<file path="src/rtl/operand_entry_bcd.sv">
// Keypad operand accumulator: builds an unsigned operand from decimal key codes and holds it until it is consumed.
// Build option LOG_ZERO_GUARD_EN: an Enter with a zero operand is rejected and pulses err.
//
// state | meaning
// EMPTY | no digits entered (count == 0)
// ENTRY | one or more digits entered
// HOLD  | operand presented on num/num_valid; keys stalled
module operand_entry_bcd #(
  parameter int NUM_W      = 10,
  parameter int MAX_DIGITS = 4
) (
  input  logic             clk,
  input  logic             rst_n,
  input  logic             key_valid,
  input  logic [3:0]       key_code,
  output logic             key_ready,
  output logic [NUM_W-1:0] num,
  output logic             num_valid,
  input  logic             num_ready,
  output logic [2:0]       digit_count,
  output logic             ovf,
  output logic             err
);

  typedef enum logic [1:0] {EMPTY, ENTRY, HOLD} state_t;

  localparam logic [NUM_W+3:0] MAX_VAL = {4'b0, {NUM_W{1'b1}}};
  localparam logic [2:0]       MAX_CNT = 3'(MAX_DIGITS);

  state_t           state;
  logic [NUM_W-1:0] acc;
  logic [2:0]       count;
  logic [NUM_W+3:0] next_val;
  logic             is_digit;
  logic             zero_reject;

  // Four spare bits keep acc*10+d from wrapping before the range compare.
  assign next_val  = {4'b0, acc} * (NUM_W+4)'(10) + (NUM_W+4)'(key_code);
  assign is_digit  = (key_code < 4'd10);
  assign key_ready = (state != HOLD);
  assign digit_count = count;

`ifdef LOG_ZERO_GUARD_EN
  assign zero_reject = (acc == '0);
`else
  assign zero_reject = 1'b0;
`endif

  always_ff @(posedge clk or negedge rst_n) begin
    if (!rst_n) begin
      state     <= EMPTY;
      acc       <= '0;
      count     <= '0;
      num       <= '0;
      num_valid <= 1'b0;
      ovf       <= 1'b0;
      err       <= 1'b0;
    end else begin
      ovf <= 1'b0;
      err <= 1'b0;
      case (state)
        EMPTY, ENTRY: begin
          if (key_valid) begin
            if (is_digit) begin
              if (count == MAX_CNT || next_val > MAX_VAL) begin
                ovf <= 1'b1;
              end else begin
                acc   <= next_val[NUM_W-1:0];
                count <= count + 3'd1;
                state <= ENTRY;
              end
            end else begin
              case (key_code)
                4'hA: begin
                  acc   <= '0;
                  count <= '0;
                  state <= EMPTY;
                end
                4'hB: begin
                  if (count != 3'd0) begin
                    acc   <= acc / NUM_W'(10);
                    count <= count - 3'd1;
                    if (count == 3'd1) state <= EMPTY;
                  end
                end
                4'hE: begin
                  if (zero_reject) begin
                    err   <= 1'b1;
                    acc   <= '0;
                    count <= '0;
                    state <= EMPTY;
                  end else begin
                    num       <= acc;
                    num_valid <= 1'b1;
                    state     <= HOLD;
                  end
                end
                default: ;
              endcase
            end
          end
        end
        HOLD: begin
          // num keeps its last value after the handshake
          if (num_ready) begin
            num_valid <= 1'b0;
            acc       <= '0;
            count     <= '0;
            state     <= EMPTY;
          end
        end
        default: state <= EMPTY;
      endcase
    end
  end

endmodule
</file>
<file path="config.mk">
export PLATFORM = sky130hd
export DESIGN_NAME = operand_entry_bcd
export DESIGN_NICKNAME = d
export VERILOG_FILES = /design/src/rtl/operand_entry_bcd.sv
export SDC_FILE = /design/constraint.sdc
export NUM_CORES = 1
export LEC_CHECK = 0
export ABC_AREA = 1
export BUFFER_PORTS_ARGS = -buffer_cell sky130_fd_sc_hd__buf_4
export CORE_ASPECT_RATIO = 1.4
export CORE_MARGIN = 2
export CORE_UTILIZATION = 60
export CTS_CLUSTER_DIAMETER = 30
export DETAILED_ROUTE_END_ITERATION = 8
export PLACE_DENSITY = 0.87
export SLEW_MARGIN = 30
export SYNTH_ARGS = -nofsm -noshare
export SYNTH_HDL_FRONTEND = slang
export SYNTH_SLANG_ARGS = --single-unit
</file>
<file path="constraint.sdc">
create_clock -name clk -period 9 [get_ports clk]
set_clock_uncertainty 0.15 [all_clocks]
set_input_delay 0.9 -clock clk [delete_from_list [all_inputs] [get_ports clk]]
set_output_delay 0.9 -clock clk [all_outputs]
set_load 0.005 [all_outputs]
</file>
==> results.sh, run 1 <==
export IMPL_synth_edf_count=0
export IMPL_worst_pin_slew_ns=0.778
export IMPL_cp_arrival_ns=3.89
export IMPL_synth_area_leaders="dfrtp_1 (28%), nand2_1 (13%), ha_1 (12%), inv_1 (6.8%), o21ai_0 (5.4%)"
export IMPL_synth_yosys_seq_area_share_pct=28.0
export IMPL_crit_fanout=22
export IMPL_post_cts_buffers=0
export IMPL_crit_path_start_kind="flip-flop"
export IMPL_period_share_pct=43.3
export IMPL_grt_pass1_wl_um=8630
export IMPL_root_buffer="clkbuf_8"
export IMPL_period_needed_ns=3.90
export IMPL_cts_resized=0
export IMPL_dp_hpwl_um=4020
export IMPL_required_ns=8.99
export IMPL_clk_pin_slew_worst_paths_ns=0.09
export IMPL_numCtsBuffers=3
export IMPL_clk_latency_ns=0.28
export IMPL_rr_endpoint="acc[7]"
export IMPL_critPathCaptureType="flip-flop"
export IMPL_antenna_found_initial=0
export IMPL_mostFrequentLayoutCell="nand2_1"
export IMPL_synth_top_area_share_pct=28.0
export IMPL_syn_avg_cell_area_um2=7.22
export IMPL_status="finished clean"
export IMPL_maxCapViolCount=0
export IMPL_drive_above_1_share_pct=16.9
export IMPL_synth_distinct_cells=37
export IMPL_mostFrequentLayoutCells="nand2_1 (84), inv_1 (44), dfrtp_1 (27)"
export IMPL_yosys_area_top_type="dfrtp_1"
export IMPL_rsz0062_at_grt="false"
export IMPL_ys_ff_latch=27
export IMPL_yosys_warnings=0
export IMPL_via_per_inst=5.65
export IMPL_synth_top_flop_cell="dfrtp_1"
export IMPL_vias=2242
export IMPL_finalSetupViolations=0
export IMPL_die_w_um=57.6
export IMPL_postCtsHoldBufs=0
export IMPL_cts_htree_levels=1
export IMPL_grt_overflow=0
export IMPL_design_core_area_um2=3880
export IMPL_die_area_um2=4550
export IMPL_diodes=0
export IMPL_drv_slew=0
export IMPL_synth_fp_nets=367
export IMPL_start_util_pct=62.1
export IMPL_final_antenna_net_count=0
export IMPL_track_usage_pct=23.8
export IMPL_grt_max_degree=28
export IMPL_drc=0
export IMPL_tritoncts="built"
export IMPL_drt_iter0_drc=60
export IMPL_netlist_instances=334
export IMPL_cp_endpoint="acc[7]"
export IMPL_worstHoldPathType="flip-flop to flip-flop"
export IMPL_synthArstFlopShare_pct=100
export IMPL_grt_pass1_vias=2082
export IMPL_rows=27
export IMPL_finalNetCount=388
export IMPL_io_pins=25
export IMPL_startpoint="acc[1]"
export IMPL_wl_per_cell_um=12.8
export IMPL_hold_viol=0
export IMPL_slew_headroom_pct=48.0
export IMPL_io_buffers=23
export IMPL_r2r_slack_ns=5.10
export IMPL_timing_reg2reg_worst_path_depth=16
export IMPL_worstSetupPathType="flip-flop to flip-flop"
export IMPL_cts_sinks=27
export IMPL_cts_max_path_buffers=2
export IMPL_wirelength_um=5080
export IMPL_die_h_um=79.0
export IMPL_netlist_area_um2=2410
export IMPL_place_congestion=0.952
export IMPL_r2r_start="acc[1]"
export IMPL_area_delta_synth_final_pct=9.91
export IMPL_fmax_mhz=257
export IMPL_finalSetupTns_ns=0
export IMPL_first_pass_iters=4
through the flow:
stage / cells / util (%) / hold WS, ns / setup WS, ns / instance area [µm²]
after global routing: 397 / 68.2 / 0.371 / 4.80 / 2650
after floorplan: 334 / - / 0.302 / 5.55 / 2410
after global placement: 393 / 66.9 / 0.316 / 5.01 / 2600
after detailed placement: 393 / 67.1 / 0.324 / 4.99 / 2610
final: 397 / 68.2 / 0.342 / 5.10 / 2650
after CTS: 397 / 68.2 / 0.346 / 5.14 / 2650
worst min-delay path by stage:
stage | from | cells after the start | end
after floorplan | state[0] | 2 | state[0]
after global placement | num[6] | 2 | num[6]
after detailed placement | num[5] | 2 | num[5]
after CTS | num[5] | 2 | num[5]
after global routing | num[7] | 2 | num[7]
final | num[3] | 2 | num[3]
routing by layer:
layer  vias up  global-route usage (%)  part of all wire [%]
li1       1129                       -                     -
met3        15                    2.12                   3.3
met4         0                    10.0                   2.8
met2        63                    40.9                    50
met5         -                       0                     0
met1      1035                    30.2                    44
worst max-delay path: stages (launching register included):
cell     delay, ns
dfrtp_1       0.46
ha_1          0.32
ha_1          0.22
inv_1         0.08
fa_1          0.45
nor3b_1       0.34
nand4_1       0.17
nor2_1        0.14
nand2_1       0.08
o21ai_1       0.08
a31oi_1       0.10
o31ai_1       0.26
nand2_1       0.13
nor3_2        0.25
nor2_2        0.22
a31oi_1       0.23
a21oi_1       0.06
state kept, by name, summed over array words and instances (netlist names):
| register | count |
|---|---|
| acc | 10 |
| digit_count | 3 |
| num | 10 |
| num_valid | 1 |
| ovf | 1 |
| state | 2 |
cell usage after synthesis (5+ instances only):
master    n
nand2_1  84
inv_1    44
dfrtp_1  27
o21ai_0  26
ha_1     23
nor2_1   23
nand3_1  21
a21oi_1  11
nand2_2   9
nand3_2   6
o31ai_1   6
inv_2     5
cells by family after synthesis:
logic type,count (synthesis),share of synthesized area (%)
flip-flops,27,28.0
buffers and inverters,57,9.49
multiplexers,1,0.467
XOR/XNOR,7,2.54
other,1,0.155
AO/OA/AOI/OAI,54,14.0
AND/OR/NAND/NOR,162,31.8
adder cells (fa/ha/maj),25,13.6
layout make-up:
type                    instances  area, µm²
well taps                      43       53.8
inverters                      50        190
flip-flops and latches         27        676
multi-input cells             250       1510
fillers                       333       1230
clock buffers                   4       45.0
repair buffers                 23        173
Power of run 1 is left out: the tool's default activity adds up to more than one toggle a clock period on the data nets, which glitch-free logic cannot reach.
==> inputs of run 2 (changes only) <==
--- a/config.mk
+++ b/config.mk
@@ -5,14 +5,14 @@
 export SDC_FILE = /design/constraint.sdc
 export NUM_CORES = 1
 export LEC_CHECK = 0
-export ABC_AREA = 1
+export ABC_AREA = 0
 export BUFFER_PORTS_ARGS = -buffer_cell sky130_fd_sc_hd__buf_4
 export CORE_ASPECT_RATIO = 1.4
 export CORE_MARGIN = 2
 export CORE_UTILIZATION = 60
 export CTS_CLUSTER_DIAMETER = 30
 export DETAILED_ROUTE_END_ITERATION = 8
-export PLACE_DENSITY = 0.87
+export PLACE_DENSITY = 0.86
 export SLEW_MARGIN = 30
 export SYNTH_ARGS = -nofsm -noshare
 export SYNTH_HDL_FRONTEND = slang
==> constraint.sdc (replaced) <==
create_clock -name clk -period 3.9 [get_ports clk]
set_clock_uncertainty 0.15 [all_clocks]
set_input_delay 0.39 -clock clk [delete_from_list [all_inputs] [get_ports clk]]
set_output_delay 0.39 -clock clk [all_outputs]
set_load 0.005 [all_outputs]
==> run 2 against run 1 <==
Effect of this change:
- die area grew 12%
- via count up 9.1%
- wire length grew 23%
- sequential share of layout area decreased by 3.3 points
- first-iteration DRC count rose to 2.5 times the previous value
- design area rose by 15%
- register-to-register slack got worse by 4.9 ns
- global-route usage grew 3.5 points
- hold slack worse by 0.19 ns
- sequential cell count unchanged
- synthesized area is 13% higher
- core utilization increased by 0.41 points
==> results.sh, run 2 <==
export IMPL_grt_overflow=0
export IMPL_root_buffer="clkbuf_8"
export IMPL_cts_htree_levels=1
export IMPL_grt_pass1_vias=2358
export IMPL_first_pass_iters=4
export IMPL_fmax_mhz=270
export IMPL_netlist_instances=306
export IMPL_synth_top_flop_cell="dfrtp_1"
export IMPL_placed_area_um2=2980
export IMPL_finalSetupViolations=0
export IMPL_dp_hpwl_um=4920
export IMPL_power_leakage_nw=1.34
export IMPL_hold_viol=0
export IMPL_rows=29
export IMPL_synth_edf_count=0
export IMPL_track_usage_pct=27.3
export IMPL_worstHoldPathType="input port to flip-flop"
export IMPL_synth_yosys_seq_area_share_pct=24.9
export IMPL_rsz0062_at_grt="false"
export IMPL_r2r_start="acc[1]"
export IMPL_final_antenna_net_count=0
export IMPL_tritoncts="built"
export IMPL_cts_sinks=27
export IMPL_diodes=0
export IMPL_power_switching_mw=1.32
export IMPL_wl_per_cell_um=15.8
export IMPL_seqPwrFrac_pct=18.7
export IMPL_cts_resized=0
export IMPL_worst_pin_slew_ns=0.721
export IMPL_synth_area_leaders="dfrtp_1 (25%), ha_1 (11%), nor2_1 (3.6%), mux2_4 (3.3%), o21ai_0 (3.1%)"
export IMPL_synthArstFlopShare_pct=100
export IMPL_timing_reg2reg_worst_path_depth=12
export IMPL_rr_endpoint="acc[8]"
export IMPL_min_path_cells=2
export IMPL_p_int_mw=1.45
export IMPL_required_ns=3.92
export IMPL_r2r_slack_ns=0.20
export IMPL_drive_above_1_share_pct=18.3
export IMPL_clk_latency_ns=0.28
export IMPL_numCtsBuffers=3
export IMPL_ys_ff_latch=27
export IMPL_yosys_warnings=0
export IMPL_period_needed_ns=3.70
export IMPL_grt_max_degree=28
export IMPL_design_core_area_um2=4430
export IMPL_area_delta_synth_final_pct=11.9
export IMPL_synth_fp_nets=339
export IMPL_synth_top_area_share_pct=24.9
export IMPL_mostFrequentLayoutCells="buf_4 (35), dfrtp_1 (27), nor2_1 (26)"
export IMPL_grt_pass1_wl_um=10800
export IMPL_ir_worst_vdd_mv=0.526
export IMPL_start_util_pct=61.4
export IMPL_crit_fanout=9
export IMPL_die_h_um=83.6
export IMPL_finalNetCount=367
export IMPL_design_area_um2=3040
export IMPL_synth_distinct_cells=70
export IMPL_drt_iter0_drc=152
export IMPL_slew_headroom_pct=51.5
export IMPL_wirelength_um=6240
export IMPL_drv_slew=0
export IMPL_critPathCaptureType="flip-flop"
export IMPL_place_congestion=0.872
export IMPL_yosysMostFrequentCell="dfrtp_1"
export IMPL_cp_arrival_ns=3.72
export IMPL_antenna_found_initial=0
export IMPL_syn_avg_cell_area_um2=8.88
export IMPL_via_per_inst=6.19
export IMPL_p_clk_share_pct=6.0
export IMPL_die_area_um2=5090
export IMPL_ys_top_cells_by_count="dfrtp_1 (27), nor2_1 (26), ha_1 (23)"
export IMPL_combPwrFrac_pct=75.3
export IMPL_powerDensity_nw_per_um2=909
export IMPL_finalSetupTns_ns=0
export IMPL_cts_max_path_buffers=2
export IMPL_status="finished clean"
export IMPL_period_share_pct=94.8
export IMPL_yosys_area_top_type="dfrtp_1"
export IMPL_clk_pin_slew_worst_paths_ns=0.10
export IMPL_worstSetupPathType="flip-flop to flip-flop"
export IMPL_die_w_um=60.9
export IMPL_netSwitchingFraction_pct=47.7
export IMPL_hold_end="state[1]"
export IMPL_maxCapViolCount=0
export IMPL_hp_start="num_ready"
export IMPL_netlist_area_um2=2720
export IMPL_crit_path_start_kind="flip-flop"
export IMPL_io_pins=25
export IMPL_vias=2446
export IMPL_mostFrequentLayoutCell="buf_4"
export IMPL_drc=0
export IMPL_io_buffers=23
==> run 2: cell count changes after synthesis, sizes merged, moves of 6 or more <==
cell	before	now
nand2b	0	10
mux2	1	11
nor2b	0	6
inv	50	14
nor3	3	9
nand3	27	9
a211oi	0	6
nand2	97	21
==> run 2: layer usage <==
metal | global-route usage, % | vias up | wire length [µm]
met4 | 11.1 | 0 | 187
met3 | 3.10 | 17 | 210
met1 | 34.8 | 1175 | 2600
li1 | - | 1187 | -
met5 | 0 | - | 0
met2 | 45.5 | 67 | 3250
==> run 2: stage by stage <==
stage / hold slack, ns / setup WS [ns] / instances / total power [mW] / util [%]
floorplan: -0.0556 / 0.518 / 306 / 2.08 / -
global placement: 0.174 / 0.325 / 390 / 2.53 / 67.4
detailed placement: 0.182 / 0.254 / 390 / 2.59 / 67.4
CTS: 0.158 / 0.231 / 395 / 2.76 / 68.7
global route: 0.180 / 0.0298 / 395 / 3.03 / 68.7
finish: 0.155 / 0.203 / 395 / 2.76 / 68.7
==> run 2: cells by family after synthesis <==
| group | synth area share [%] |
|---|---|
| AND/OR/NAND/NOR | 21.6 |
| AO/OA/AOI/OAI | 24.9 |
| adder cells (fa/ha/maj) | 12.8 |
| flip-flops | 24.9 |
| buffers and inverters | 4.61 |
| multiplexers | 6.86 |
| XOR/XNOR | 4.19 |
| other | 0.138 |
==> run 2: power groups by stage <==
stage | combinational (mW) | sequential (mW) | clock (mW)
2_1_floorplan | 1.57 | 0.509 | 0
3_3_place_gp | 2.01 | 0.517 | 0
3_5_place_dp | 2.07 | 0.521 | 0
4_1_cts | 2.08 | 0.516 | 0.164
5_1_grt | 2.32 | 0.538 | 0.173
6_report | 2.08 | 0.516 | 0.167
==> run 2: cell type report <==
type,instances,area (µm²)
clock buffer,4,45.0
fill,388,1390
inverter,14,52.6
multi-input combinational,252,1920
sequential,27,676
tap,62,77.6
timing repair buffer,36,273
==> run 2: how the worst max path moves through the flow <==
stage            from              to  slack (ns)  depth (start not counted)
2_1_floorplan  acc[1]          acc[8]        0.52                         12
3_3_place_gp   acc[1]          acc[8]        0.32                         12
3_5_place_dp   acc[1]  digit_count[0]        0.25                         12
4_1_cts        acc[1]  digit_count[0]        0.23                         12
5_1_grt        acc[1]  digit_count[0]        0.03                         12
6_report       acc[1]          acc[8]        0.20                         12
==> run 2: critical path, cell delays in order (launching register included) <==
cell       delay (ns)
dfrtp_1          0.48
ha_1             0.32
ha_1             0.21
inv_1            0.07
fa_1             0.41
nand2b_1         0.19
a2111oi_0        0.43
a311oi_1         0.12
nand4_1          0.16
nand3b_4         0.10
o21a_4           0.23
o21ai_4          0.38
mux2_4           0.34
==> run 2: what timing repair did <==
| action | 4_1_cts | 5_1_grt |
|---|---|---|
| setup buffers | 0 | 0 |
| hold endpoints to repair | 27 | 0 |
| hold buffers | 1 | 0 |
No activity file was read; power rests on OpenSTA's default activity.
